[src/rtl/hrm_pkg.sv]
// Shared HRM datapath definitions: data width, signed data type and default OUTBOX depth.
package hrm_pkg;

   localparam int unsigned DATA_W       = 8;
   localparam int unsigned OUTBOX_DEPTH = 8;

   typedef logic signed [DATA_W-1:0] data_t;

   // Occupancy counter width: must represent 0..depth inclusive.
   function automatic int unsigned cnt_w(input int unsigned depth);
      return $clog2(depth) + 1;
   endfunction

endpackage

[src/rtl/outbox_fifo_if.sv]
// OUTBOX bundle: producer push, consumer valid/ready and status back to the control unit.
interface outbox_fifo_if
   import hrm_pkg::*;
#(
   parameter int unsigned WIDTH = DATA_W,
   parameter int unsigned DEPTH = OUTBOX_DEPTH
);
   localparam int unsigned CntW = cnt_w(DEPTH);

   logic [WIDTH-1:0] iR;
   logic             wO;
   logic             iClear;
   logic [WIDTH-1:0] oData;
   logic             oValid;
   logic             iReady;
   logic             oFull;
   logic             oEmpty;
   logic [CntW-1:0]  oCount;
   logic             oOverflow;

   modport master (
      output iR, wO, iClear, iReady,
      input  oData, oValid, oFull, oEmpty, oCount, oOverflow
   );

   modport slave (
      input  iR, wO, iClear, iReady,
      output oData, oValid, oFull, oEmpty, oCount, oOverflow
   );

endinterface

[src/rtl/outbox_mem.sv]
// Register-array storage for the OUTBOX FIFO: one synchronous write port, one async read port.
module outbox_mem #(
   parameter int unsigned DEPTH = 8,
   parameter int unsigned WIDTH = 8
) (
   input  logic                     clk_i,
   input  logic                     we_i,
   input  logic [$clog2(DEPTH)-1:0] waddr_i,
   input  logic [WIDTH-1:0]         wdata_i,
   input  logic [$clog2(DEPTH)-1:0] raddr_i,
   output logic [WIDTH-1:0]         rdata_o
);

   logic [WIDTH-1:0] mem_q [DEPTH];

   // Contents are don't-care after reset, so the array carries no reset.
   always_ff @(posedge clk_i) begin
      if (we_i) begin
         mem_q[waddr_i] <= wdata_i;
      end
   end

   assign rdata_o = mem_q[raddr_i];

endmodule

[src/rtl/outbox_fifo.sv]
// OUTBOX FIFO: buffers register R values for an external consumer, first-word fall-through.
module outbox_fifo
   import hrm_pkg::*;
#(
   parameter int unsigned DEPTH = OUTBOX_DEPTH,
   parameter int unsigned WIDTH = DATA_W
) (
   input  logic          clk,
   input  logic          rst_n,
   outbox_fifo_if.slave  bus
);

   localparam int unsigned PtrW = $clog2(DEPTH);
   localparam int unsigned CntW = cnt_w(DEPTH);

   logic [PtrW-1:0]  wr_ptr_q, wr_ptr_d;
   logic [PtrW-1:0]  rd_ptr_q, rd_ptr_d;
   logic [CntW-1:0]  count_q, count_d;
   logic             ovf_q, ovf_d;
   logic             full, empty, push, pop, mem_we;
   logic [WIDTH-1:0] rd_data;

   always_comb begin
      full  = (count_q == CntW'(DEPTH));
      empty = (count_q == '0);
      push  = bus.wO && !full;
      pop   = !empty && bus.iReady;

      wr_ptr_d = wr_ptr_q;
      rd_ptr_d = rd_ptr_q;
      count_d  = count_q;
      ovf_d    = ovf_q;
      mem_we   = 1'b0;

      // Clear wins over any push or pop in the same cycle.
      if (bus.iClear) begin
         wr_ptr_d = '0;
         rd_ptr_d = '0;
         count_d  = '0;
         ovf_d    = 1'b0;
      end else begin
         mem_we = push;
         if (push) wr_ptr_d = wr_ptr_q + PtrW'(1);
         if (pop)  rd_ptr_d = rd_ptr_q + PtrW'(1);
         count_d = count_q + CntW'(push) - CntW'(pop);
         if (bus.wO && full) ovf_d = 1'b1;
      end
   end

   always_ff @(posedge clk or negedge rst_n) begin
      if (!rst_n) begin
         wr_ptr_q <= '0;
         rd_ptr_q <= '0;
         count_q  <= '0;
         ovf_q    <= 1'b0;
      end else begin
         wr_ptr_q <= wr_ptr_d;
         rd_ptr_q <= rd_ptr_d;
         count_q  <= count_d;
         ovf_q    <= ovf_d;
      end
   end

   outbox_mem #(
      .DEPTH (DEPTH),
      .WIDTH (WIDTH)
   ) u_mem (
      .clk_i   (clk),
      .we_i    (mem_we),
      .waddr_i (wr_ptr_q),
      .wdata_i (bus.iR),
      .raddr_i (rd_ptr_q),
      .rdata_o (rd_data)
   );

   // Head is masked while empty so reset presents zero rather than stale memory.
   always_comb begin
      bus.oValid    = !empty;
      bus.oData     = empty ? '0 : rd_data;
      bus.oFull     = full;
      bus.oEmpty    = empty;
      bus.oCount    = count_q;
      bus.oOverflow = ovf_q;
   end

`ifndef SYNTHESIS
   always_ff @(posedge clk) begin
      if (rst_n && mem_we) begin
         $display("%t DEBUG OUTBOX=%h", $time, bus.iR);
      end
   end
`endif

`ifdef FORMAL
   a_count_max: assert property (@(posedge clk) disable iff (!rst_n)
      count_q <= CntW'(DEPTH));
   a_full_empty: assert property (@(posedge clk) disable iff (!rst_n)
      !(bus.oFull && bus.oEmpty));
   a_valid: assert property (@(posedge clk) disable iff (!rst_n)
      bus.oValid == !bus.oEmpty);
   a_data_known: assert property (@(posedge clk) disable iff (!rst_n)
      bus.oValid |-> !$isunknown(^bus.oData));
`endif

endmodule

[src/flat_wrapper.sv]
// flat-port wrapper written by rule: the top's interface ports become plain ports
module outbox_fifo_flat import hrm_pkg::*;
#(
   parameter int unsigned DEPTH = OUTBOX_DEPTH,
   parameter int unsigned WIDTH = DATA_W
)
  (clk, rst_n, bus_iR, bus_wO, bus_iClear, bus_iReady, bus_oData, bus_oValid, bus_oFull, bus_oEmpty, bus_oCount, bus_oOverflow);
  outbox_fifo_if #(.WIDTH(WIDTH), .DEPTH(DEPTH)) bus_i ();
  input  logic clk;
  input  logic rst_n;
  input wire logic [$bits(bus_i.iR)-1:0] bus_iR;
  input wire logic [$bits(bus_i.wO)-1:0] bus_wO;
  input wire logic [$bits(bus_i.iClear)-1:0] bus_iClear;
  input wire logic [$bits(bus_i.iReady)-1:0] bus_iReady;
  output wire logic [$bits(bus_i.oData)-1:0] bus_oData;
  output wire logic [$bits(bus_i.oValid)-1:0] bus_oValid;
  output wire logic [$bits(bus_i.oFull)-1:0] bus_oFull;
  output wire logic [$bits(bus_i.oEmpty)-1:0] bus_oEmpty;
  output wire logic [$bits(bus_i.oCount)-1:0] bus_oCount;
  output wire logic [$bits(bus_i.oOverflow)-1:0] bus_oOverflow;
  assign bus_i.iR = bus_iR;
  assign bus_i.wO = bus_wO;
  assign bus_i.iClear = bus_iClear;
  assign bus_i.iReady = bus_iReady;
  assign bus_oData = bus_i.oData;
  assign bus_oValid = bus_i.oValid;
  assign bus_oFull = bus_i.oFull;
  assign bus_oEmpty = bus_i.oEmpty;
  assign bus_oCount = bus_i.oCount;
  assign bus_oOverflow = bus_i.oOverflow;
  outbox_fifo #(.DEPTH(DEPTH), .WIDTH(WIDTH)) u_core (.clk(clk), .rst_n(rst_n), .bus(bus_i));
endmodule
[config.mk]
export PLATFORM = sky130hd
export DESIGN_NAME = outbox_fifo_flat
export DESIGN_NICKNAME = d
export VERILOG_FILES = /design/src/rtl/hrm_pkg.sv /design/src/rtl/outbox_fifo_if.sv /design/src/rtl/outbox_mem.sv /design/src/rtl/outbox_fifo.sv /design/src/flat_wrapper.sv
export SDC_FILE = /design/constraint.sdc
export NUM_CORES = 1
export LEC_CHECK = 0
export BUFFER_PORTS_ARGS = -buffer_cell sky130_fd_sc_hd__buf_2
export CAP_MARGIN = 5
export CORE_MARGIN = 10
export CORE_UTILIZATION = 25
export CTS_CLUSTER_SIZE = 14
export DETAILED_ROUTE_END_ITERATION = 7
export MAX_ROUTING_LAYER = met4
export PLACE_DENSITY_LB_ADDON = 0.15
export SYNTH_ARGS = -nofsm -noshare
export SYNTH_HDL_FRONTEND = slang
export SYNTH_SLANG_ARGS = --single-unit
[constraint.sdc]
create_clock -name clk -period 2.9 [get_ports clk]
set_clock_uncertainty 0.1 [all_clocks]
set_input_delay 0.58 -clock clk [delete_from_list [all_inputs] [get_ports clk]]
set_output_delay 0.58 -clock clk [all_outputs]
set_load 0.02 [all_outputs]
==> results of run 1 <==
metal layers:
| layer | GRT usage (%) | vias up | part of all wire [%] |
|---|---|---|---|
| li1 | - | 891 | - |
| met1 | 11.12 | 893 | 48 |
| met2 | 12.50 | 39 | 47 |
| met3 | 2.368 | 6 | 4.2 |
| met4 | 3.446 | 0 | 1.1 |
| met5 | - | - | 0 |
kinds of logic (layout without fill, tap and decap cells):
kind of cell,Yosys count,count (layout),share of synthesized area (%)
adders and majority gates,9,9,3.746
muxes,33,33,10.34
AOI/OAI and AO/OA,31,31,6.633
buffers and inverters,21,71,3.199
and+or+nand+nor,41,41,7.296
xor gates and xnor gates,1,1,0.2732
DFF,75,75,68.51
Yosys cell counts, drive strengths merged, types with 4 or more instances:
master / number
nor2: 14
a21oi: 6
inv: 12
a22oi: 16
ha: 8
and3: 8
mux2i: 32
buf: 6
dfrtp: 11
o21ai: 4
nor2b: 5
edfxtp: 64
how the worst max path moves through the flow:
stage                               from                    to  slack, ps  depth (start not counted)
floorplan           u_core.bus.oCount[2]  u_core.bus.oCount[3]        280                         11
global placement    u_core.bus.oCount[2]  u_core.bus.oCount[3]        400                         11
detailed placement  u_core.bus.oCount[2]  u_core.bus.oCount[3]        330                         11
CTS                 u_core.bus.oCount[2]  u_core.bus.oCount[3]        320                         11
global route        u_core.bus.oCount[2]  u_core.bus.oCount[3]        190                         11
finish              u_core.bus.oCount[2]  u_core.bus.oCount[3]        330                         11
power by group through the flow:
stage	clock, mW	combinational [mW]	sequential, mW
after global placement	0	0.929	1.30
final	0.976	0.895	1.28
after CTS	1.01	0.926	1.28
after floorplan	0	0.586	1.32
after global routing	1.05	1.00	1.29
after detailed placement	0	0.923	1.30
layout make-up:
type | instances | area (um^2)
Clock buffer | 10 | 229.0
Tap cell | 172 | 215.2
Inverter | 12 | 45.04
Multi-Input combinational cell | 115 | 907.1
Timing Repair Buffer | 44 | 260.3
Clock inverter | 5 | 31.28
Sequential cell | 75 | 2198
Fill cell | 1290 | 8682
registers in the layout, summed over array words and instances, names as in the netlist:
register and count:
u_core.wr_ptr_q 3, u_core.rd_ptr_q 3, u_core.bus.oOverflow 1, u_core.u_mem.mem_q 64, u_core.bus.oCount 4
worst reg2reg max path, cell delays in order, from the launching register on:
cell and delay (ps):
dfrtp_1 370, inv_1 100, ha_1 150, or3b_4 380, inv_2 80, nor2_1 60
ha_1 270, inv_1 40, ha_1 210, a21o_1 180, a21oi_1 170, mux2_2 350
==> results.md, run 1 <==
- Status: finished clean
- CP most frequent cell: ha_1
- Core area: 12570 um^2
- Switching share of total power: 31.21%
- Leakage Power: 1.382 nW
- Final ANT Viol Nets: 0
- Worst-skew pair later-pin latency: 320 ps
- CP Launch Type: flop
- Crit-path max FO: 5
- Gp weighted congestion: 0.7032
- Power Density: 810.1 nW/um^2
- HPWL Detailed: 4.772 mm
- Setup Buffers After CTS: 0
- IO Count: 29
- Fin. max-slew vios: 0
- Sw Pwr: 982.6 uW
- Layout area overhead: 21.19%
- Design Area, Final: 3886 um^2
- IO Port Bufs: 28
- Dpl ws: 328.9 ps
- Slowest-stage cell, CP: or3b_4
- Die area: 17760 um^2
- Number of cells on the worst reg-to-reg path: 11
- Synth Register Bits: 75
- H-Tree Depth: 3
- Initial Utilization: 25.52%
- Cell family with most CP delay: adder cells
- Most common cell after layout, fill and taps aside: edfxtp_1
- RSZ-0062 raised after global routing: false
- Synth async-reset ratio: 14.67%
- MaxCap Viol Count: 0
- Maximum vdd drop: 0.3241 mV
- Number of antenna diodes: 0
- Final setup margin: 332.0 ps
- Yosys cell types: 33
- Num rows: 41
- Avg WL per Cell: 16.49 um
- Syn Area/Cell: 15.20 um^2
- Worst min path class: in2async
- Global route overflow: 0
- Internal Power: 2.166 mW
- Syn Inst Count: 211
- Combinational power share: 28.4%
- Relative slew margins: 67.97%
- Reg2reg start: u_core.bus.oCount[2]
- Hold buffer count at cts: 0
- EDFF count, synth: 64
- Overall die width: 133.3 um
- Clock buffer depth: 2
- Final setup fails: 0
- CTS Buf Count: 9
- Finished Layout Cells: 433
- Hold_ws: 23.18 ps
- Share of layout cells above drive strength 1: 25.29%
- TritonRoute pass-1 iters: 4
- RR Endpoint: u_core.bus.oCount[3]
- Finished Core Util: 30.92%
- Vias in the first global route: 1936
- Seq pwr share: 40.6%
- Top area cells in the synthesized netlist: edfxtp_1 (60%), mux2i_1 (10%), dfrtp_1 (8.6%), a22oi_1 (3.7%), ha_1 (3.1%)
- Setup crit end kind: flop
- Synthesis warning total: 0
- Placed Area: 3626 um^2
- Synth area leader: edfxtp_1
- Fmax: 389.4 MHz
- Placed insts: 418
- Antenna violations before repair: 0
- Critical Path RT: 3010 ps
- Syn Std Cell Area: 3207 um^2
- Crit Path Class: reg2reg
- Post-layout minimum cycle time: 2568 ps
- Final period util: 88.55%
- R2R Setup Slk: 330 ps
- Final TNS setup: 0 ps
- Final wirelength: 7.141 mm
- Post-CTS Resized: 0
- Least-Margin Pin Slew: 480.4 ps
- GRT Total Usage: 8.609%
- Via density: 4.224
- Largest net degree at the start of global routing: 21
- Vias: 1829
- CP max stage delay: 380 ps
- Iteration-0 DRC Markers: 130
- Syn_nets: 233
- Post-synth top flop: edfxtp_1
- Seq/Total Area, Yosys: 68.51%
- Hold violation count in the final report: 0
- Nets: 279
- Area share of the largest cell type after synthesis: 59.93%
- Clock-pin slew on the worst setup and hold paths: 60 ps
- Most frequent cells in the layout: edfxtp_1 (64), mux2i_1 (32), buf_2 (28), a22oi_1 (16), buf_4 (16)
- Clock share of power: 31.0%
- Die Ht: 133.3 um
- Worst EP arrival: 2680 ps
- Power Total: 3.148 mW
- Clk sinks: 75
- CTS tree: yes
- Cell Chain, Critical Path: inv_1, ha_1, or3b_4, inv_2, nor2_1, ha_1, inv_1, ha_1, a21o_1, a21oi_1, mux2_2
- First-pass GRT wire length: 11.14 mm
- Post-route DRC: 0
- Crit path buf inv count: 3
- Root Buffer: clkbuf_16
Power figures use the tool's default switching activity.
==> run 2, diff against run 1 <==
==> constraint.sdc (replaced) <==
create_clock -name clk -period 2.9 [get_ports clk]
set_clock_uncertainty 0.1 [all_clocks]
set_input_delay 0.145 -clock clk [delete_from_list [all_inputs] [get_ports clk]]
set_output_delay 0.145 -clock clk [all_outputs]
set_load 0.02 [all_outputs]
==> run 2 against run 1 <==
Die area unchanged. Combinational power down 0.9%. Cell count up 1.4%. Register-to-register slack better by 40 ps. Setup slack better by 45 ps. Utilization up 0.77 points.
==> results.md, run 2 (same netlist as run 1, synthesis figures left out) <==
- CTS Buf Count: 9 (unchanged)
- Hold violation count in the final report: 0 (unchanged)
- Nets: 284 (was 279)
- Dpl ws: 366.0 ps (was 328.9 ps)
- RSZ-0062 raised after global routing: false (unchanged)
- Overall die width: 133.3 um (unchanged)
- Power Density: 818.0 nW/um^2 (was 810.1 nW/um^2)
- Worst EP arrival: 2640 ps (was 2680 ps)
- Iteration-0 DRC Markers: 94 (was 130)
- Fin. max-slew vios: 0 (unchanged)
- Setup Buffers After CTS: 0 (unchanged)
- FILL cells: 1261 (was 1290)
- Final wirelength: 7.201 mm (was 7.141 mm)
- Relative slew margins: 39.32% (was 67.97%)
- CP Launch Type: flop (unchanged)
- Most frequent cells in the layout: edfxtp_1 (64), mux2i_1 (32), buf_2 (28), a22oi_1 (16), nor2_1 (14) (was edfxtp_1 (64), mux2i_1 (32), buf_2 (28), a22oi_1 (16), buf_4 (16))
- Crit-path max FO: 5 (unchanged)
- Max reg flops: 64 (unchanged)
- Largest Register: u_core.u_mem.mem_q (unchanged)
- Clock buffer depth: 2 (unchanged)
- IO Count: 29 (unchanged)
- MaxCap Viol Count: 0 (unchanged)
- H-Tree Depth: 3 (unchanged)
- Number of antenna diodes: 0 (unchanged)
- Final TNS setup: 0 ps (unchanged)
- Post-layout minimum cycle time: 2523 ps (was 2568 ps)
- Vias: 1853 (was 1829)
- Crit Path Class: reg2reg (unchanged)
- Final setup fails: 0 (unchanged)
- Layout area overhead: 24.19% (was 21.19%)
- Critical Path RT: 3010 ps (about the same)
- Leakage Power: 1.416 nW (was 1.382 nW)
- Initial Utilization: 25.52% (unchanged)
- Status: finished clean (unchanged)
- Maximum vdd drop: 0.3170 mV (was 0.3241 mV)
- Final setup margin: 376.8 ps (was 332.0 ps)
- Multi-input gate area: 907.1 um^2 (unchanged)
- Vias in the first global route: 1939 (was 1936)
- Avg WL per Cell: 16.40 um (was 16.49 um)
- Setup crit end kind: flop (unchanged)
- IO Port Bufs: 28 (unchanged)
- Global route overflow: 0 (unchanged)
- Least-Margin Pin Slew: 906.8 ps (was 480.4 ps)
- Die Ht: 133.3 um (unchanged)
- HPWL Detailed: 4.675 mm (was 4.772 mm)
- Clock-pin slew on the worst setup and hold paths: 60 ps (about the same)
- Most common cell after layout, fill and taps aside: edfxtp_1 (unchanged)
- TritonRoute pass-1 iters: 4 (unchanged)
- Antenna violations before repair: 0 (unchanged)
- Worst min path class: in2reg (was in2async)
- Root Buffer: clkbuf_16 (unchanged)
- Die area: 17760 um^2 (unchanged)
- FF+latch area: 2198 um^2 (unchanged)
- Worst-skew pair later-pin latency: 320 ps (about the same)
- Final period util: 87.01% (was 88.55%)
- GRT Total Usage: 8.609% (unchanged)
- Num rows: 41 (unchanged)
- Post-route DRC: 0 (unchanged)
- Clk sinks: 75 (unchanged)
- First-pass GRT wire length: 11.14 mm (about the same)
- CTS tree: yes (unchanged)
- Gp weighted congestion: 0.6795 (was 0.7032)
- Final ANT Viol Nets: 0 (unchanged)
- Fmax: 396.3 MHz (was 389.4 MHz)
- Share of layout cells above drive strength 1: 23.97% (was 25.29%)
- Via density: 4.221 (was 4.224)
- Largest net degree at the start of global routing: 20 (was 21)
- Core area: 12570 um^2 (unchanged)
## run 2: cell types whose count changed in the layout (fill, tap and decap cells not counted), sizes merged
cell,previous run,this run
clkbuf,10,11
clkinv,3,2
bufinv,0,1
dlygate4sd3,0,8
buf,44,41
## run 2: path summary, 6_finish.rpt
kind | start | end | depth (start not counted) | slack (ps)
max | u_core.bus.oCount[2] | u_core.bus.oCount[3] | 11 | 380
min | bus_iR[7] | u_core.u_mem.mem_q[2][7] | 1 | 3
max reg2reg | u_core.bus.oCount[2] | u_core.bus.oCount[3] | 11 | 380
min reg2reg | u_core.bus.oOverflow | u_core.bus.oOverflow | 2 | 390
max in group asynchronous | rst_n | u_core.rd_ptr_q[1] | 2 | 2320
min in group asynchronous | rst_n | u_core.wr_ptr_q[0] | 2 | 130
## run 2: cell type report
type / count / area share, %
well taps: 172 / 5.404
multi-input cells: 115 / 22.78
repair buffers: 49 / 8.294
flip-flops and latches: 75 / 55.20
clock inverters: 5 / 1.351
clock buffers: 11 / 5.844
inverters: 12 / 1.131
## run 2: critical path, cell delays in order (launching register included)
cell	delay, ps
dfrtp_1	370
inv_1	100
ha_1	140
or3b_4	380
inv_2	80
nor2_1	60
ha_1	260
inv_1	40
ha_1	210
a21o_1	180
a21oi_1	150
mux2_2	340
## run 2: per-stage QoR
| stage | cells | power [mW] | area (um^2) | hold WS, ps | util [%] |
|---|---|---|---|---|---|
| 2_1_floorplan | 211 | 1.902 | 3207 | -250.6 | - |
| 3_3_place_gp | 415 | 2.227 | 3616 | -54.77 | 28.77 |
| 3_5_place_dp | 415 | 2.227 | 3616 | -50.19 | 28.77 |
| 4_1_cts | 439 | 3.317 | 3983 | 1.334 | 31.69 |
| 5_1_grt | 439 | 3.443 | 3983 | 8.844 | 31.69 |
| 6_report | 439 | 3.258 | 3983 | 2.901 | 31.69 |
## run 2: timing repair
action                                 4_1_cts  5_1_grt
endpoints found under the hold margin       60        0
hold buffers                                 8        0
resized for setup                            0        0
## run 2: layer usage
metal,vias to the layer above,wire (um),GRT usage [%]
met4,0,64,3.990
met3,4,122,1.729
met1,918,3609,10.59
met5,-,0,-
li1,906,-,-
met2,25,3405,13.35
## run 2: power breakdown
group          internal (mW)  leakage (nW)  total (mW)  switching (mW)
Combinational          0.373         0.559       0.887           0.514
Sequential              1.23         0.723        1.30          0.0627
Clock                  0.662         0.133        1.07           0.412
Total                   2.27          1.42        3.26           0.989
